[config.mk]
export PLATFORM = sky130hd
export DESIGN_NAME = input_debouncer
export DESIGN_NICKNAME = d
export VERILOG_FILES = /design/src/rtl/input_debouncer_pkg.sv /design/src/rtl/debounce_bit.sv /design/src/rtl/input_debouncer.sv
export SDC_FILE = /design/constraint.sdc
export NUM_CORES = 1
export LEC_CHECK = 0
export CAP_MARGIN = 10
export CORE_MARGIN = 5
export CORE_UTILIZATION = 37
export CTS_CLUSTER_DIAMETER = 200
export CTS_CLUSTER_SIZE = 10
export DETAILED_ROUTE_END_ITERATION = 8
export GPL_TIMING_DRIVEN = 0
export PLACE_DENSITY = 0.5
export SYNTH_ARGS = -nofsm -noshare
export SYNTH_HDL_FRONTEND = slang
export SYNTH_SLANG_ARGS = --single-unit
[constraint.sdc]
create_clock -name clk -period 2.82 [get_ports clk]
set_input_delay 0.564 -clock clk [delete_from_list [all_inputs] [get_ports clk]]
set_output_delay 0.564 -clock clk [all_outputs]
set_load 0.1 [all_outputs]
[src/rtl/input_debouncer_pkg.sv]
// Shared processor constants for the board input debouncer.
// Widths of the key/switch buses and the default qualification time.
package input_debouncer_pkg;

  localparam int unsigned KEY_BITS                = 4;
  localparam int unsigned SW_BITS                 = 10;
  localparam int unsigned DEBOUNCE_CYCLES_DEFAULT = 50000;
  localparam int unsigned SYNC_STAGES_DEFAULT     = 2;

  // Counter width able to hold 0..cycles.
  function automatic int unsigned debounce_cnt_width(input int unsigned cycles);
    return (cycles + 1 <= 2) ? 1 : $clog2(cycles + 1);
  endfunction

endpackage

[src/rtl/debounce_bit.sv]
// One debounce channel: synchronizer chain, qualification counter and debounced value.
// d_next_c exposes the value D takes on the coming edge so the parent can register edge pulses.
module debounce_bit
  import input_debouncer_pkg::*;
#(
  parameter int unsigned DEBOUNCE_CYCLES = DEBOUNCE_CYCLES_DEFAULT,
  parameter int unsigned SYNC_STAGES     = SYNC_STAGES_DEFAULT
) (
  input  logic clk,
  input  logic reset,
  input  logic raw_i,
  output logic d_o,
  output logic d_next_c
);

  localparam int unsigned CNT_W = debounce_cnt_width(DEBOUNCE_CYCLES);
  localparam logic [CNT_W-1:0] CNT_LIMIT = CNT_W'(DEBOUNCE_CYCLES - 1);

  logic [SYNC_STAGES-1:0] sync_q;
  logic [CNT_W-1:0]       cnt_q, cnt_d;
  logic                   d_q, d_d;
  logic                   s;

  assign s = sync_q[SYNC_STAGES-1];

  // Count while S disagrees with D; any agreement restarts qualification.
  always_comb begin
    cnt_d = '0;
    d_d   = d_q;
    if (s != d_q) begin
      if (cnt_q == CNT_LIMIT) begin
        d_d = s;
      end else begin
        cnt_d = cnt_q + CNT_W'(1);
      end
    end
  end

  always_ff @(posedge clk) begin
    if (reset) begin
      sync_q <= '0;
      cnt_q  <= '0;
      d_q    <= 1'b0;
    end else begin
      sync_q <= {sync_q[SYNC_STAGES-2:0], raw_i};
      cnt_q  <= cnt_d;
      d_q    <= d_d;
    end
  end

  assign d_o      = d_q;
  assign d_next_c = d_d;

endmodule

[src/rtl/input_debouncer.sv]
// Debounces the board push-buttons and slide switches for the processor.
// Keys are normalised to 1 = pressed before synchronizing; presses yield a one-cycle pulse.
module input_debouncer
  import input_debouncer_pkg::*;
#(
  parameter int unsigned DEBOUNCE_CYCLES = DEBOUNCE_CYCLES_DEFAULT,
  parameter int unsigned SYNC_STAGES     = SYNC_STAGES_DEFAULT,
  parameter bit          KEY_ACTIVE_LOW  = 1'b1
) (
  input  logic                clk,
  input  logic                reset,
  input  logic [KEY_BITS-1:0] key_raw,
  input  logic [SW_BITS-1:0]  sw_raw,
  output logic [KEY_BITS-1:0] key_out,
  output logic [SW_BITS-1:0]  sw_out,
  output logic [KEY_BITS-1:0] key_press
);

  logic [KEY_BITS-1:0] key_norm;
  logic [KEY_BITS-1:0] key_next;
  logic [SW_BITS-1:0]  sw_next;
  logic [KEY_BITS-1:0] key_press_q, key_press_d;

  assign key_norm = KEY_ACTIVE_LOW ? ~key_raw : key_raw;

  for (genvar i = 0; i < KEY_BITS; i++) begin : g_key
    debounce_bit #(
      .DEBOUNCE_CYCLES (DEBOUNCE_CYCLES),
      .SYNC_STAGES     (SYNC_STAGES)
    ) u_bit (
      .clk      (clk),
      .reset    (reset),
      .raw_i    (key_norm[i]),
      .d_o      (key_out[i]),
      .d_next_c (key_next[i])
    );
  end

  for (genvar i = 0; i < SW_BITS; i++) begin : g_sw
    debounce_bit #(
      .DEBOUNCE_CYCLES (DEBOUNCE_CYCLES),
      .SYNC_STAGES     (SYNC_STAGES)
    ) u_bit (
      .clk      (clk),
      .reset    (reset),
      .raw_i    (sw_raw[i]),
      .d_o      (sw_out[i]),
      .d_next_c (sw_next[i])
    );
  end

  // Pulse is registered alongside the 0->1 update of key_out, so both are visible together.
  assign key_press_d = key_next & ~key_out;

  always_ff @(posedge clk) begin
    if (reset) begin
      key_press_q <= '0;
    end else begin
      key_press_q <= key_press_d;
    end
  end

  assign key_press = key_press_q;

endmodule
==> impl_metrics.env <==
export IMPL_synth_fp_nets=1304
export IMPL_finalHoldViolations=0
export IMPL_synth_top_family_by_area="simple AND/OR/NAND/NOR gates"
export IMPL_place_congestion=0.761
export IMPL_drv_slew=0
export IMPL_post_synth_and_or_nand_nor_area_fraction_pct=30.2
export IMPL_ios=34
export IMPL_async_flop_share_pct=0
export IMPL_hold_buffers=0
export IMPL_grt_total_usage_pct=13.2
export IMPL_drt_antenna_violating_nets=0
export IMPL_drt_total_wl_um=22400
export IMPL_synth_area_leaders="dfxtp_1, xnor2_1, nor2_1, nor4_1, nand4_1"
export IMPL_wl_per_cell_um=12.9
export IMPL_switching_share_pct=20.2
export IMPL_via_per_inst=4.90
export IMPL_pwr_share_comb_pct=1.5
export IMPL_leakagePower_nw=3.94
export IMPL_dpl_cell_area_um2=12300
export IMPL_max_freq_mhz=365
export IMPL_finalClockSkew_ns=0.00604
export IMPL_synth_compound_area_share_pct=1.20
export IMPL_ys_flop_type="dfxtp_1"
export IMPL_die_w_um=186
export IMPL_synth_mux_area_fraction_pct=1.05
export IMPL_grt_pass1_wl_um=39100
export IMPL_outcome="finished clean"
export IMPL_grt_overflow=0
export IMPL_fin_area_um2=13000
export IMPL_initial_core_util_pct=37.5
export IMPL_synth_cells=1274
export IMPL_cts_buffers=30
export IMPL_clockBufferDepth=3
export IMPL_synth_edf_count=0
export IMPL_num_vias=8491
export IMPL_drt_iter0_markers=372
export IMPL_p_per_area_nw_per_um2=557
export IMPL_path_clk_slew_ns=0.05
export IMPL_drcViolationCount=0
export IMPL_switchingPower_mw=1.47
export IMPL_cts_tree="done"
export IMPL_grt_antenna_before_repair=0
export IMPL_syn_to_final_growth_pct=14.1
export IMPL_seq_area_frac_synth_pct=47.3
export IMPL_maxSlewHeadroom_pct=34.4
export IMPL_synth_area_per_cell_um2=8.97
export IMPL_clock_sinks=270
export IMPL_grt_pass1_vias=8261
export IMPL_worstSetupEndpointType="primary output"
export IMPL_min_path_type="register to register"
export IMPL_power_mw=7.26
export IMPL_syn_area_um2=11400
export IMPL_seqPwrFrac_pct=53.1
export IMPL_hpwl_um=15300
export IMPL_synth_fa_ha_area_share_pct=1.53
export IMPL_htree_levels=1
export IMPL_num_rows=64
export IMPL_multi_input_area_um2=5650
export IMPL_crit_path_max_fanout=3
export IMPL_tightestPinTransition_ns=0.981
export IMPL_die_h_um=186
export IMPL_power_frac_clock_pct=45.4
export IMPL_final_nets=1369
export IMPL_layout_drive_gt1_share_pct=4.56
export IMPL_irDropWorstVdd_v=0.000413
export IMPL_fillers=2998
export IMPL_clockRootBuffer="clkbuf_16"
export IMPL_post_route_min_period_ns=2.74
export IMPL_yosys_area_share_xor_xnor_pct=15.5
export IMPL_crit_arrival_ns=2.17
export IMPL_coreArea_um2=30500
export IMPL_path_class="register to primary output"
export IMPL_synth_seq_cells=270
export IMPL_grt_max_degree=15
export IMPL_die_area_um2=34500
export IMPL_period_share_pct=97.1
export IMPL_crit_required_ns=2.26
export IMPL_io_buffer_count=33
export IMPL_start_kind="register"
export IMPL_seq_area_um2=5410
export IMPL_clock_latency_ns=0.53
export IMPL_synth_top_cell_area_share_pct=47.3
export IMPL_yosys_warnings=0
export IMPL_cap_viol_max_count=0
export IMPL_synth_top_cell_by_area="dfxtp_1"
export IMPL_insertedDiodeCount=0
export IMPL_yosys_cell_types_count=39
export IMPL_setup_violations_final=0
export IMPL_intPower_mw=5.79
export IMPL_first_pass_iters=4
export IMPL_rsz0062_at_grt="false"
[layer usage]
metal / track usage (%) / wire (um) / vias to the layer above
li1: - / - / 4492
met1: 18.2 / 11200 / 3884
met2: 21.9 / 10000 / 77
met3: 2.23 / 642 / 38
met4: 3.03 / 460 / 0
met5: 0 / 0 / -
[power by group through the flow]
| stage | sequential (mW) | clock (mW) | combinational, mW |
|---|---|---|---|
| after CTS | 3.85 | 3.45 | 0.116 |
| final | 3.85 | 3.29 | 0.111 |
| after global routing | 3.86 | 3.59 | 0.126 |
| after floorplan | 3.93 | 0 | 0.0593 |
| after detailed placement | 3.94 | 0 | 0.116 |
| after global placement | 3.94 | 0 | 0.116 |
[worst max-delay path: stages (launching register included)]
cell and delay, ns:
dfxtp_1 0.40, buf_4 0.13, clkdlybuf4s50_1 1.11
[logic make-up after synthesis]
family,after synthesis
buffers and inverters,80
xor gates and xnor gates,202
AOI/OAI and AO/OA,22
DFF,270
adders and majority gates,14
muxes,12
and+or+nand+nor,674
[sequential cells by signal (all words and copies together) (netlist names)]
register	cells
g_key.u_bit.cnt_q	64
g_key.u_bit.d_o	4
g_key.u_bit.sync_q	8
g_sw.u_bit.cnt_q	160
g_sw.u_bit.d_o	10
g_sw.u_bit.sync_q	20
key_press	4
[Yosys cell counts (2+ instances only)]
| cell type | number |
|---|---|
| nor2b_1 | 25 |
| nand4_1 | 60 |
| nor2_1 | 255 |
| or4b_2 | 2 |
| nor4bb_1 | 15 |
| dfxtp_1 | 270 |
| and4b_1 | 6 |
| nor4_1 | 62 |
| buf_4 | 16 |
| or4_4 | 3 |
| o31ai_1 | 5 |
| nand2_1 | 53 |
| xor2_1 | 27 |
| a21oi_1 | 10 |
| nand2b_1 | 2 |
| mux2i_1 | 12 |
| xnor2_1 | 175 |
| nand3_1 | 71 |
| nor3_1 | 53 |
| nor4b_1 | 8 |
| o21ai_0 | 5 |
| inv_1 | 40 |
| or4_1 | 9 |
| ha_1 | 14 |
| nand4b_1 | 3 |
| clkbuf_1 | 22 |
| or2_2 | 3 |
| or3_1 | 9 |
| and3_1 | 29 |
[worst paths after layout]
path	end	slack [ns]	start	cells past startpoint
worst max-delay path	sw_out[6]	0.08	g_sw[6].u_bit.d_o$_SDFFE_PP0P_	2
worst min-delay path	g_sw[4].u_bit.sync_q[1]$_SDFF_PP0_	0.43	g_sw[4].u_bit.sync_q[0]$_SDFF_PP0_	1
worst max register to register	g_sw[1].u_bit.cnt_q[13]$_SDFF_PP0_	0.67	g_sw[1].u_bit.cnt_q[7]$_SDFF_PP0_	5
worst min register to register	g_sw[4].u_bit.sync_q[1]$_SDFF_PP0_	0.43	g_sw[4].u_bit.sync_q[0]$_SDFF_PP0_	1
[layout by cell type, fill, tap and decap left out, types with 16 or more instances in the layout]
| cell | count |
|---|---|
| dfxtp_1 | 270 |
| nor2_1 | 255 |
| xnor2_1 | 175 |
| nand3_1 | 71 |
| nor4_1 | 62 |
| nand4_1 | 60 |
| nand2_1 | 53 |
| nor3_1 | 53 |
| inv_1 | 40 |
| clkbuf_16 | 31 |
| clkdlybuf4s50_1 | 30 |
| and3_1 | 29 |
| xor2_1 | 27 |
| nor2b_1 | 25 |
| clkbuf_1 | 22 |
| buf_4 | 16 |
[stage by stage]
| step | hold slack [ns] | util [%] | cells | setup TNS, ns | setup slack (ns) |
|---|---|---|---|---|---|
| 6_report | 0.432 | 42.7 | 1734 | 0 | 0.0821 |
| 5_1_grt | 0.458 | 42.7 | 1734 | 0 | 0.00183 |
| 4_1_cts | 0.435 | 42.7 | 1734 | 0 | 0.00817 |
| 3_5_place_dp | 0.420 | 40.2 | 1703 | -23.16 | -0.300 |
| 3_3_place_gp | 0.415 | 40.2 | 1703 | -24.27 | -0.300 |
| 2_1_floorplan | 0.414 | - | 1274 | 0 | 0.900 |
[area by class of cell]
cell class	instances	share of cell area, %
plain buffers	40	1.68
clock buffers	31	5.95
inverters	40	1.15
multi-input cells	924	43.4
flip-flops and latches	270	41.5
well taps	396	3.80
repair buffers	33	2.59
[timing repair]
item / in CTS / in global routing
buffers inserted: 0 / 0
endpoints found under the setup margin: 0 / 3
gates resized for setup: 0 / 3
No activity file was read; power rests on OpenSTA's default activity.
==> patch, RTL diff (config.mk and constraints unchanged) <==
`KEY_ACTIVE_LOW`: 1'b1 -> 1'b0.
--- a/src/rtl/input_debouncer.sv
+++ b/src/rtl/input_debouncer.sv
@@ -5,7 +5,7 @@
 #(
   parameter int unsigned DEBOUNCE_CYCLES = DEBOUNCE_CYCLES_DEFAULT,
   parameter int unsigned SYNC_STAGES     = SYNC_STAGES_DEFAULT,
-  parameter bit          KEY_ACTIVE_LOW  = 1'b1
+  parameter bit          KEY_ACTIVE_LOW  = 1'b0
 ) (
   input  logic                clk,
   input  logic                reset,
Formal check against the unedited RTL: no difference found for any inputs over 10 cycles, from zero or initial values and one cycle with reset high; that may be too few to reach the edited logic, so the function may still have changed.
==> patch against the original RTL <==
Non-clock buffer count rose by 5. Utilization rose by 0.12 points. Clock power rose by 1%. Routed wire length rose by 1.2%. Area after synthesis rose by 0.56%. Cell area rose by 0.55%. Clock skew rose by 4.2 ps. Power rose by 0.51%. Sequential cell count did not move. Worst setup slack got worse by 6.2 ps. Critical endpoint is now key_out[3]. Largest cell class unchanged. Largest power group unchanged.
==> patch: results (changes against the original RTL) <==
CP Data Arrival Time 2180 ps; pin count of the biggest net entering global routing 15 (unchanged); Synth area leaders dfxtp_1, xnor2_1, nor2_1; Rel. slew slack 33.7% (-0.70 points); antenna cells 0 (unchanged); Buffers on Ports 33 (unchanged); hold crit path type flop to flop; Critical Path Slowest Stage Cell clkdlybuf4s50_1; sequential element share of the synthesized area 47.0% (-0.26 points); Via density 4.87 (-0.49%); Largest regs g_sw.u_bit.cnt_q: 160 flops, g_key.u_bit.cnt_q: 64 flops, g_sw.u_bit.sync_q: 20 flops; slowest stage delay, CP 1120 ps; Non-Filler Instances 1,745 (+0.63%); Synth Flop Type dfxtp_1; Synth top cells by count dfxtp_1, nor2_1, xnor2_1; CTS Root Cell clkbuf_16; first-pass GRT wire length 38,900 µm (-0.51%); worst slack at placement -132 ps (+168 ps); post-detail-place hpwl 15,200 µm (-0.47%); clk_lat worst skew 540 ps; post-synthesis cell type count 45 (+15%); fraction of registers with async set/reset 0% (unchanged); Num CTS Buffers 30 (unchanged); worst-path fanout max 4 (+1); Post-layout nets 1,380 (+0.80%); buffer depth of the longest clock path 3 (unchanged); Worst VDD drop 0.379 mV (-8.3%); vias in the first global route 8,016 (-3.0%); Tot GR Track Use 13.2% (-0.081 points); DRT iter0 DRCs 405 (+8.9%); share of cells above drive strength 1 5.04% (+0.48 points); placed insts 1,714 (+0.65%); DR pass1 iterations 5 (+1); CP top delay family buffers and inverters; Leakage 3.95 nW (+0.25%); H-tree lvl count 1 (unchanged); final WL 22,600 µm (+1.2%); status finished, final reports clean; Max Clock Skew 10.2 ps (+4.16 ps); Mapped Cells 1,285 (+0.86%); Yosys warnings 0 (unchanged); GP Congestion 0.780 (+2.4%); Clock transition at path regs 60 ps; initial antenna violation count 0 (unchanged)
[patch: cell families after synthesis]
| group | Yosys count | synth area share, % |
|---|---|---|
| flip-flops | 270 | 47.0 |
| adder cells (fa/ha/maj) | 14 | 1.52 |
| multiplexers | 13 | 1.13 |
| AND/OR/NAND/NOR | 683 | 30.3 |
| buffers and inverters | 85 | 3.56 |
| XOR/XNOR | 205 | 15.6 |
| AO/OA/AOI/OAI | 15 | 0.860 |
[patch: path summary, 6_finish.rpt]
| path | end | start | depth (start not counted) | slack (ps) |
|---|---|---|---|---|
| setup reg to reg | g_sw[5].u_bit.cnt_q[8]$_SDFF_PP0_ | g_sw[5].u_bit.cnt_q[0]$_SDFF_PP0_ | 7 | 670 |
| hold reg to reg | g_sw[1].u_bit.sync_q[1]$_SDFF_PP0_ | g_sw[1].u_bit.sync_q[0]$_SDFF_PP0_ | 1 | 430 |
| hold / removal | g_sw[1].u_bit.sync_q[1]$_SDFF_PP0_ | g_sw[1].u_bit.sync_q[0]$_SDFF_PP0_ | 1 | 430 |
| setup / recovery | key_out[3] | g_key[3].u_bit.d_o$_SDFF_PP0_ | 2 | 80 |
[patch: worst reg2reg max path: stages (launching register included)]
cell	delay, ps
dfxtp_1	370
ha_1	200
nand3_1	260
nor4_1	560
or3_1	180
buf_2	160
buf_2	240
nor2_1	70
[patch: timing repair]
action / 4_1_cts / 5_1_grt
buffers inserted: 0 / 0
resized for setup: 0 / 6
endpoints found under the hold margin: 0 / 0
endpoints found under the setup margin: 0 / 6
[patch: metrics by stage]
step                power (W)  setup TNS [ps]  cell area (µm²)
floorplan             0.00400               0            11500
global placement      0.00406           -5780            12300
detailed placement    0.00406           -3960            12300
CTS                   0.00745               0            13100
global route          0.00761               0            13100
finish                0.00730               0            13100
[patch: area by class of cell]
cell class	instances	area (µm²)
multi-input cells	930	5680
well taps	396	495
flip-flops and latches	270	5410
repair buffers	33	345
clock buffers	31	776
inverters	40	150
plain buffers	45	259
fillers	3064	17500
[patch: per-layer routing]
| layer | vias to the layer above | routed length [µm] | GRT usage (%) | share of wire, % |
|---|---|---|---|---|
| met5 | - | 0 | 0 | 0 |
| met4 | 0 | 435 | 3.44 | 1.9 |
| met1 | 3875 | 11500 | 18.6 | 51 |
| met2 | 98 | 9890 | 20.9 | 44 |
| li1 | 4495 | - | - | - |
| met3 | 35 | 813 | 2.26 | 3.6 |
[patch: report_power, final]
group	switching, W	total [W]	internal, W
logic	0.0000680	0.000116	0.0000480
clock network	0.00142	0.00333	0.00190
registers	0.0000139	0.00386	0.00384
